==> config.mk <==
export PLATFORM = sky130hd
export DESIGN_NAME = tone_direction_decoder
export DESIGN_NICKNAME = d
export VERILOG_FILES = /design/src/rtl/tone_direction_decoder.sv
export SDC_FILE = /design/constraint.sdc
export NUM_CORES = 1
export LEC_CHECK = 0
export ABC_AREA = 1
export BUFFER_PORTS_ARGS = -buffer_cell sky130_fd_sc_hd__buf_2
export CORE_ASPECT_RATIO = 1.1
export CORE_UTILIZATION = 68
export DETAILED_ROUTE_END_ITERATION = 10
export PLACE_DENSITY_LB_ADDON = 0.05
export REMOVE_ABC_BUFFERS = 1
export SYNTH_ARGS = -nofsm -noshare
export SYNTH_HDL_FRONTEND = slang
export SYNTH_SLANG_ARGS = --single-unit
==> constraint.sdc <==
create_clock -name clk -period 3.8 [get_ports clk]
set_input_delay 0.19 -clock clk [delete_from_list [all_inputs] [get_ports clk]]
set_output_delay 0.19 -clock clk [all_outputs]
set_load 0.02 [all_outputs]
==> src/rtl/tone_direction_decoder.sv <==
// rtl/tone_direction_decoder.sv - qualifies band-pass tone levels into a tdEn/tdDir junction command
// Macro TONE_ARM_EN: require an arm tone (bp5) before a direction tone.
module tone_direction_decoder #(
  parameter int unsigned CLK_FREQ      = 50_000_000,
  parameter int unsigned QUAL_MS       = 20,
  parameter int unsigned ARM_WINDOW_MS = 500,
  parameter int unsigned HOLD_MS       = 2000
) (
  input  logic       clk,
  input  logic       rstN,
  input  logic       bp1,
  input  logic       bp2,
  input  logic       bp3,
  input  logic       bp4,
  input  logic       bp5,
  input  logic       tdAck,
  output logic       tdEn,
  output logic [1:0] tdDir,
  output logic       tdBusy
);

  localparam logic [31:0] QUAL_CYC = 32'(CLK_FREQ / 1000 * QUAL_MS);
  localparam logic [31:0] HOLD_CYC = 32'(CLK_FREQ / 1000 * HOLD_MS);

  typedef enum logic [1:0] {IDLE, ARMED, VALID, QUIET} state_t;

  logic [4:0]  raw;
  logic [4:0]  sync1_q, s_q;
  logic [31:0] q_q, q_d;
  logic [31:0] hold_q;
  logic        stable, dir_hot, qual_dir;
  logic [1:0]  dir_code;
  state_t      state_q;

`ifdef TONE_ARM_EN
  localparam logic [31:0] ARM_CYC = 32'(CLK_FREQ / 1000 * ARM_WINDOW_MS);
  logic [31:0] win_q;
  logic        qual_arm;
  assign raw      = {bp5, bp4, bp3, bp2, bp1};
  assign qual_arm = stable && (s_q == 5'b10000);
`else
  localparam logic ARM_EN = 1'b0;
  assign raw = {bp5 & ARM_EN, bp4, bp3, bp2, bp1};
`endif

  // Change is detected one stage early so q is already 0 when s first shows a new pattern.
  always_comb begin
    q_d = q_q;
    if (sync1_q != s_q)
      q_d = 32'd0;
    else if (q_q != QUAL_CYC)
      q_d = q_q + 32'd1;
  end

  assign stable   = (q_q == QUAL_CYC);
  assign dir_hot  = ~s_q[4] && (s_q[3:0] != 4'b0000) &&
                    ((s_q[3:0] & (s_q[3:0] - 4'd1)) == 4'b0000);
  assign qual_dir = stable && dir_hot;

  always_comb begin
    dir_code = 2'b00;
    case (s_q[3:0])
      4'b0010: dir_code = 2'b01;
      4'b0100: dir_code = 2'b10;
      4'b1000: dir_code = 2'b11;
      default: dir_code = 2'b00;
    endcase
  end

  always_ff @(posedge clk) begin
    if (!rstN) begin
      sync1_q <= 5'b0;
      s_q     <= 5'b0;
      q_q     <= 32'd0;
      hold_q  <= 32'd0;
`ifdef TONE_ARM_EN
      win_q   <= 32'd0;
`endif
      state_q <= IDLE;
      tdEn    <= 1'b0;
      tdDir   <= 2'b00;
      tdBusy  <= 1'b0;
    end else begin
      sync1_q <= raw;
      s_q     <= sync1_q;
      q_q     <= q_d;
      case (state_q)
        IDLE: begin
`ifdef TONE_ARM_EN
          if (qual_arm) begin
            state_q <= ARMED;
            win_q   <= 32'd0;
            tdBusy  <= 1'b1;
          end
`else
          if (qual_dir) begin
            state_q <= VALID;
            hold_q  <= 32'd0;
            tdEn    <= 1'b1;
            tdDir   <= dir_code;
            tdBusy  <= 1'b1;
          end
`endif
        end
`ifdef TONE_ARM_EN
        ARMED: begin
          if (qual_dir) begin
            state_q <= VALID;
            hold_q  <= 32'd0;
            tdEn    <= 1'b1;
            tdDir   <= dir_code;
          end else if (win_q + 32'd1 == ARM_CYC) begin
            state_q <= QUIET;
          end else begin
            win_q <= win_q + 32'd1;
          end
        end
`endif
        VALID: begin
          if (tdAck || (hold_q + 32'd1 == HOLD_CYC)) begin
            state_q <= QUIET;
            tdEn    <= 1'b0;
          end else begin
            hold_q <= hold_q + 32'd1;
          end
        end
        QUIET: begin
          // Only a settled silence re-opens the channel; a held tone keeps us here.
          if ((s_q == 5'b0) && stable) begin
            state_q <= IDLE;
            tdBusy  <= 1'b0;
          end
        end
        default: state_q <= IDLE;
      endcase
    end
  end

endmodule

# Word-level counts from Yosys, hierarchy flattened
# Index checks and enable logic that the tools add are counted.
[word_totals]
ff_bits = 80
[op_classes]
add_sub_neg = 3
bitwise = 3
n_eq_ne = 13
muxes = 13
reduce_logical = 17
[ops]
columns = ["operator", "n"]
rows = [
  ["adder 32 x 1 -> 32 bit (second input constant)", 2],
  ["2-to-1 mux 32 bit", 2],
  ["one-hot mux 32 bit (2 select lines)", 1],
  ["equality test 32 x 20 -> 1 bit (second input constant)", 1],
  ["equality test 32 x 27 -> 1 bit (second input constant)", 1],
  ["!= test 32 x 20 -> 1 bit (second input constant)", 1],
  ["one-hot mux 2 bit (3 select lines)", 2],
  ["AND reduction 3 bit", 4],
  ["!= test 2 bit (second input constant)", 4],
  ["2-to-1 mux 2 bit", 3],
  ["logical NOT 5 bit", 1],
  ["!= test 5 bit", 1],
  ["AND 4 bit", 1],
  ["equality test 2 bit (second input constant)", 2],
  ["equality test 4 x 2 -> 1 bit (second input constant)", 1],
  ["equality test 4 x 3 -> 1 bit (second input constant)", 1],
  ["equality test 4 bit (second input constant)", 1],
  ["logical AND 1 bit", 4],
  ["logical NOT 4 bit", 1],
  ["one-hot mux 1 bit (2 select lines)", 2],
  ["nonzero test 2 bit", 2],
  ["nonzero test 4 bit", 1],
  ["subtractor 4 x 1 -> 4 bit (second input constant)", 1],
  ["2-to-1 mux 1 bit", 3],
  ["5 further kinds", 6],
]

# Logic depth before layout (Yosys ltp)
# Gate-level depths: netlist of the first run.
[logic_depth]
depth_word = 7
mapped_depth = 18
depth_no_buf = 17

# Worst setup path before layout of the first run
# OpenSTA, ideal clock, no wires.
[synth_timing]
path_type = "reg-to-reg"
from = "register hold_q[0]"
to = "register hold_q[3]"
setup_slack_ns = 1.634
n_path_buf = 1
path_stages_with_launch = 18
period_less_slack_ns = 2.166
setup_time_ns = 0.113
t_arrival_ns = 2.054
cell_sequence = "dfxtp_1 > ha_1 > inv_1 > nor2_4 > nand2_4 > nor2_4 > nand2_1 > nand2_1 > nand2_1 > nor2_1 > nand2_1 > nor2_1 > nand3_1 > nand3_2 > nand2_4 > buf_2 > nor2_1 > nor2_1"
[synth_via]
elab_chain_len = 5
elab_cells_between_ends = 7
cone_classes = "1 x add/sub; 2 x eq/ne; 2 x mux; 2 x reduce/logical"
[synth_lines]
columns = ["item", "line", "rtl"]
rows = [
  ["start, declared", "30", "logic [31:0] hold_q;"],
  ["start signal, assigned", "124", "hold_q <= hold_q + 32'd1;"],
  ["adder 32 x 1 -> 32 bit *", "120, 124", ""],
  ["equality test 32 x 27 -> 1 bit", "120", "if (tdAck || (hold_q + 32'd1 == HOLD_CYC)) begin"],
  ["logical OR 1 bit", "120", ""],
  ["!= test 2 bit (no source line)", "-", ""],
  ["AND reduction 3 bit (no source line)", "-", ""],
]
# Every way passes the cells marked *; elsewhere a longest branch is shown, timed or not. The select of a mux whose other input is x is not followed.
# A chain may end at the register's enable or synchronous reset.

# Final worst setup path of the first run
[layout_timing]
from = "register hold_q[0]"
to = "register hold_q[5]"
# Same word-level chain as after synthesis.

==> results by group, run 1 <==
Drt
  – Via/cell ratio: between 5 and 6
  – Routed wire length per instance: between 10 and 15 µm
  – DRT iter0 DRCs: 145
  – DRT antenna net count: 0
  – Routed wire length: between 10000 and 15000 µm
  – First-pass DRT Iterations: 4
  – Remaining DRCs: 0
  – Total number of vias: roughly 4500

Timing
  – Setup_tns: 0 ns
  – Final Cycle Share: roughly four fifths
  – Setup ws final: ~0.75 ns
  – Tmin final: slightly above 3 ns
  – Final hold viol count: 0
  – Fin Hold WS: 0.0123 ns
  – Setup violators final: 0
  – Max-slew violations: 0
  – Clock Skews: roughly 0.011 ns
  – Fmax: 328 MHz
  – RSZ-0062 raised after global routing: no
  – Worst-Margin Slew: roughly 0.53 ns
  – Headroom to the max-slew limit: ~64%

Floorplanning
  – Chip height: between 80 and 90 µm
  – Full die area: between 7000 and 8000 µm²
  – IO Pins: 12
  – Starting density of the core: between 70% and 80%
  – CORE AREA: about 6600 µm²
  – Row cnt: 31
  – Width of the die: 80.5 µm

Clock tree
  – CTS tree: built
  – Root Driver: clkbuf_8
  – Postcts setup bufs: 0
  – Clock latency on the worst-skew pair: 0.35 ns
  – CTS Hold Bufs: 0
  – CTS Buffer Depth: 2
  – Clock-pin slew on the worst setup and hold paths: approximately 0.090 ns
  – Number of CTS-inserted buffers: 9
  – CTS Sinks: 78
  – H-tree depth: 3
  – Post_cts resized: 0

Min path
  – Min-Delay Path Class: input pin to flop
  – Start point of the worst hold path: bp1

Setup path
  – Worst reg2reg setup slack: between 0.7 and 0.8 ns
  – Worst R2R End: hold_q[5]$_SDFFE_PN0P_
  – Worst EP required: roughly 4.1 ns
  – Crit path max fanout: 52
  – Worst R2R Start: hold_q[0]$_SDFFE_PN0P_
  – Worst Path Arrival: about 3.3 ns
  – CP endpoint: hold_q[5]$_SDFFE_PN0P_
  – Crit path capture type: flop
  – Worst R2R Path Depth: 17
  – CP Launch Point: hold_q[0]$_SDFFE_PN0P_
  – Startpoint Class: flop
  – Critical setup path kind: flop to flop

Power and ir drop
  – Lkg Pwr: between 1.5 and 2 nW
  – Peak supply drop: between 0.2 and 0.25 mV
  – PD cells: approximately 300 nW/µm²
  – Logic pwr share: between 3 and 4%
  – Net switching power: 0.367 mW
  – Sequential Power Share: a little under three fifths
  – Clk network pwr share: between 40% and 50%
  – Sw Ratio: 25.0%
  – Internal power: ~1.1 mW

Global route
  – GR Util All Layers: a little over 30%
  – Grt total ovfl: 0
  – Vias in the first global route: between 4000 and 5000
  – First-pass GRT wire length: 17400 µm
  – Initial antenna violation count: 0
  – Largest net degree at the start of global routing: 53

Yosys
  – Simple-gate area share of the yosys netlist: a little under half
  – Top post-synthesis cells by area: dfxtp_1, nand2_1, nor2_1
  – Register bit total from synthesis: around 80
  – Most frequent cell after synthesis: nand2_1
  – Warnings from Yosys: 0
  – Synth Instances: approximately 760
  – Synth Flop Type: dfxtp_1
  – Netlist cell types: 35
  – Post-Synth Adder-Cell Area: 1.09%
  – Synth Area in Compound Gates: ~8.7%
  – Ys async rst share: 0%
  – Xor and xnor area share after synthesis: 1.71%
  – Synthesized area per cell: 6.06 µm²
  – Mapped cell area: 4610 µm²
  – Synth cell count leaders: nand2_1, nor2_1, inv_1, dfxtp_1, nand3_1
  – Sequential area share after synthesis: between 30% and 40%
  – Top-area cell type share of the netlist area: 33.9%
  – Largest area contributor in the synthesized netlist: dfxtp_1
  – Largest family of logic cells by synthesized area: simple AND/OR/NAND/NOR gates
  – Post-synth EDFFs: 0
  – Post-synthesis mux area share: 0%

Final layout
  – Layout cell share with drive strength beyond 1: under 10%
  – NumNets Final: slightly below 800
  – Diode count: 0
  – Syn-to-layout area delta: 6.02%
  – Reg area: around 1600 µm²
  – Fill count: 553
  – Area used by multi-input combinational logic: between 2000 and 3000 µm²

Place
  – IO buf count: 10
  – Routability congestion estimate: around 0.98
  – Hpwl dp: approximately 7500 µm
  – Pre-CTS WS: 0.810 ns

Status
  – Outcome: completed

Flow run
  – # Max-Cap Violations: 0
-- per-layer routing --
metal	part of all wire, %	GRT usage, %	vias to the layer above
met5	0	0	-
met4	3.5	15.4	0
met3	3.8	5.57	37
met2	49	56.9	113
met1	44	34.0	1932
li1	-	-	2395
-- worst max-delay path, cell delays in order (launching register included) --
cell,delay (ns)
dfxtp_1,0.42
ha_1,0.30
inv_1,0.11
nor2_4,0.19
nand2_1,0.07
nor2_1,0.27
nand2_1,0.08
nand2_1,0.09
nand2_1,0.06
nor2_1,0.09
nand2_1,0.07
nor2_1,0.17
nand3_1,0.15
nand3_2,0.25
nand2_4,0.34
nand2_1,0.14
nand2_1,0.06
nor2_1,0.10
-- cell families after synthesis --
kind of cell             Yosys count
AND/OR/NAND/NOR                  490
adder cells (fa/ha/maj)            4
AO/OA/AOI/OAI                     71
flip-flops                        78
XOR/XNOR                           9
buffers and inverters            109
-- power by group through the flow --
| stage | registers [mW] | clock network [mW] | logic (mW) |
|---|---|---|---|
| 6_report | 0.825 | 0.595 | 0.0495 |
| 2_1_floorplan | 0.844 | 0 | 0.0292 |
| 5_1_grt | 0.826 | 0.636 | 0.0562 |
| 4_1_cts | 0.825 | 0.608 | 0.0495 |
| 3_3_place_gp | 0.844 | 0 | 0.0464 |
| 3_5_place_dp | 0.844 | 0 | 0.0493 |
-- flip-flops by register name, summed over array words and instances, names as in the netlist --
name     count
hold_q      32
q_q         32
s_q          4
sync1_q      4
state_q      2
tdDir        2
tdBusy       1
tdEn         1
-- cell usage in the layout, fill, tap and decap left out, drive strengths merged --
master / count
nand2: 250
nor2: 152
inv: 95
dfxtp: 78
nand3: 44
a21oi: 30
o21ai: 25
nor3: 16
buf: 14
clkbuf: 10
nand3b: 8
nand4: 8
xor2: 7
nor4: 7
a211oi: 4
ha: 4
nor3b: 3
a21boi: 3
o21a: 3
o21bai: 2
xnor2: 2
clkinvlp: 2
and2: 1
or2: 1
o211ai: 1
a31oi: 1
o211a: 1
o221a: 1
-- stage by stage --
step,utilization [%],std cells,power (mW),cell area [µm²]
after CTS,74.6,855,1.48,4890
final,74.6,855,1.47,4890
after floorplan,-,743,0.873,4510
after detailed placement,71.7,839,0.894,4700
after global routing,74.6,855,1.52,4890
after global placement,71.7,839,0.891,4700
-- layout make-up --
class / instances / area share [%]
inverters: 91 / 6.99
clock buffers: 10 / 2.81
well taps: 82 / 2.10
repair buffers: 14 / 1.64
flip-flops and latches: 78 / 31.9
clock inverters: 6 / 1.02
multi-input cells: 574 / 53.5
-- worst min-delay path by stage --
stage / slack [ns] / end / cells past startpoint
after floorplan: 0.28 / sync1_q[0]$_SDFF_PN0_ / 2
after CTS: 0.003 / sync1_q[0]$_SDFF_PN0_ / 3
after detailed placement: 0.38 / sync1_q[0]$_SDFF_PN0_ / 3
after global placement: 0.37 / sync1_q[0]$_SDFF_PN0_ / 3
final: 0.01 / sync1_q[0]$_SDFF_PN0_ / 3
after global routing: 0.03 / sync1_q[0]$_SDFF_PN0_ / 3
(Power assumes the default switching activity.)
==> run 2: changes to the inputs <==
--- a/config.mk
+++ b/config.mk
@@ -8,7 +8,7 @@
 export ABC_AREA = 1
 export BUFFER_PORTS_ARGS = -buffer_cell sky130_fd_sc_hd__buf_2
 export CORE_ASPECT_RATIO = 1.1
-export CORE_UTILIZATION = 68
+export CORE_UTILIZATION = 57
 export DETAILED_ROUTE_END_ITERATION = 10
 export PLACE_DENSITY_LB_ADDON = 0.05
 export REMOVE_ABC_BUFFERS = 1
==> constraint.sdc (replaced) <==
create_clock -name clk -period 2.56 [get_ports clk]
set_input_delay 0.128 -clock clk [delete_from_list [all_inputs] [get_ports clk]]
set_output_delay 0.128 -clock clk [all_outputs]
set_load 0.02 [all_outputs]
==> run 2 against run 1 <==
  * Flip-flop and latch count stayed put
  * Clock power is 97% higher
  * Core utilization is 8.9 points lower
  * Sequential share of layout area is 1.3 points lower
  * Via count is 1.5% higher
  * Clock skew is 0.0051 ns higher
  * Sequential power is 48% higher
  * Wire length is 6.0% higher
  * Final cell count is 4.6% higher
  * Global-route usage is 4.4 points lower
==> results by group, run 2 (synthesized netlist as in run 1, its figures left out) <==
Global route
  – Initial antenna violation count: 0
  – GR Util All Layers: roughly a quarter
  – Grt total ovfl: 0
  – First-pass GRT wire length: 17600 µm
  – Vias in the first global route: around 4100
  – Largest net degree at the start of global routing: 53

Clock tree
  – Number of CTS-inserted buffers: 9
  – CTS tree: built
  – Root Driver: clkbuf_8
  – CTS Sinks: 78
  – Clock latency on the worst-skew pair: approximately 0.36 ns
  – H-tree depth: 3
  – CTS Buffer Depth: 2
  – Clock-pin slew on the worst setup and hold paths: ~0.09 ns

Floorplanning
  – CORE AREA: 7870 µm²
  – Full die area: ~8500 µm²
  – Chip height: about 96 µm
  – Width of the die: around 90 µm
  – Starting density of the core: 58.6%
  – Row cnt: 34
  – IO Pins: 12

Place
  – IO buf count: 10
  – Hpwl dp: 7820 µm
  – Inst Count DP: slightly below 900
  – Routability congestion estimate: 0.923

Final layout
  – Diode count: 0
  – Most frequent cells in the layout: nand2_1, nor2_1, inv_1
  – Layout cell share with drive strength beyond 1: 10.3%
  – NumNets Final: just under 800
  – Commonest non-fill, non-tap cell in the layout: nand2_1
  – Final Non-Filler Cells: about 900
  – Final design utilization: around two thirds
  – Largest registers: hold_q x32, q_q x32
  – Syn-to-layout area delta: 12.0%

Drt
  – Remaining DRCs: 0
  – First-pass DRT Iterations: 4
  – Routed wire length: 10600 µm
  – DRT antenna net count: 0
  – Total number of vias: between 4000 and 5000
  – DRT iter0 DRCs: a little under 200
  – Routed wire length per instance: roughly 12 µm
  – Via/cell ratio: 5.08

Timing
  – Setup violators final: 0
  – Final Cycle Share: between 90% and 100%
  – Worst-Margin Slew: around 0.45 ns
  – RSZ-0062 raised after global routing: yes
  – Max-slew violations: 0
  – Final hold viol count: 0
  – Fin Hold WS: about 0.17 ns
  – Fmax: 415 MHz
  – Headroom to the max-slew limit: between 60 and 70%
  – Tmin final: between 2 and 2.5 ns
  – Clock Skews: between 0.015 and 0.02 ns

Setup path
  – Worst R2R Path Depth: 17
  – Critical setup path kind: flop to flop
  – Startpoint Class: flop
  – Worst Path Arrival: around 2.7 ns
  – Crit path capture type: flop
  – Worst EP required: around 2.9 ns
  – Crit path max fanout: 52

Flow run
  – # Max-Cap Violations: 0

Power and ir drop
  – PD cells: 478 nW/µm²
  – Total Power: 2.47 mW
  – Lkg Pwr: approximately 2.1 nW
  – Peak supply drop: ~0.33 mV

Min path
  – Min-Delay Path Class: input pin to flop
  – Hold Path Depth: 5

Status
  – Outcome: completed
==> run 2: path summary, 6_finish.rpt <==
check                                            start  slack (ns)                       to
worst max-delay path            hold_q[6]$_SDFFE_PN0P_        0.15   hold_q[8]$_SDFFE_PN0P_
worst min-delay path                             tdAck        0.17  state_q[0]$_SDFFE_PN0P_
worst max register to register  hold_q[6]$_SDFFE_PN0P_        0.15   hold_q[8]$_SDFFE_PN0P_
worst min register to register   sync1_q[3]$_SDFF_PN0_        0.43        s_q[3]$_SDFF_PN0_
==> run 2: where the power goes <==
group,leakage [nW],internal [mW],switching [mW]
sequential,0.637,1.22,0.00581
combinational,1.31,0.0286,0.0495
clock,0.125,0.683,0.484
total,2.07,1.93,0.540
==> run 2: per-layer routing <==
metal  vias up  track usage [%]  share of wire (%)
met2        82             47.9                 50
met4         0             11.9                2.4
met5         -                0                  0
met1      2015             31.0                 44
li1       2421                -                  -
met3        24             3.60                3.7
==> run 2: cell type report <==
| type | count | area [µm²] |
|---|---|---|
| clock buffer | 10 | 138 |
| fill | 769 | 2700 |
| clock inverter | 6 | 118 |
| timing repair buffer | 27 | 200 |
| tap | 108 | 135 |
| sequential | 78 | 1580 |
| inverter | 91 | 342 |
| multi-input combinational | 574 | 2650 |
==> run 2: worst max-delay path, cell delays in order (launching register included) <==
cell     delay [ns]
dfxtp_1        0.40
nand2_1        0.10
nor2_2         0.18
nand2_4        0.13
nor2_4         0.18
nand2_1        0.07
nand2_1        0.06
nand2_1        0.06
nor2_1         0.16
nand2_1        0.08
nor2_2         0.15
nand3_2        0.12
nand3_2        0.11
nand2_4        0.06
buf_12         0.18
nand2_1        0.09
nand2_1        0.07
nor2_1         0.12
==> run 2: metrics by stage <==
step                      setup WS [ns]  TNS [ns]  area [µm²]
after floorplan                -0.00588   -0.0176        4510
after global placement            0.174         0        4810
after detailed placement          0.110         0        4810
after CTS                        0.0358         0        5100
after global routing            -0.0475   -0.0968        5170
final                             0.149         0        5170
==> run 2: timing repair <==
action | 4_1_cts | 5_1_grt
endpoints found under the setup margin | 0 | 36
hold buffers | 4 | 0
setup buffers | 0 | 1
gates resized for setup | 0 | 26
endpoints found under the hold margin | 4 | 0
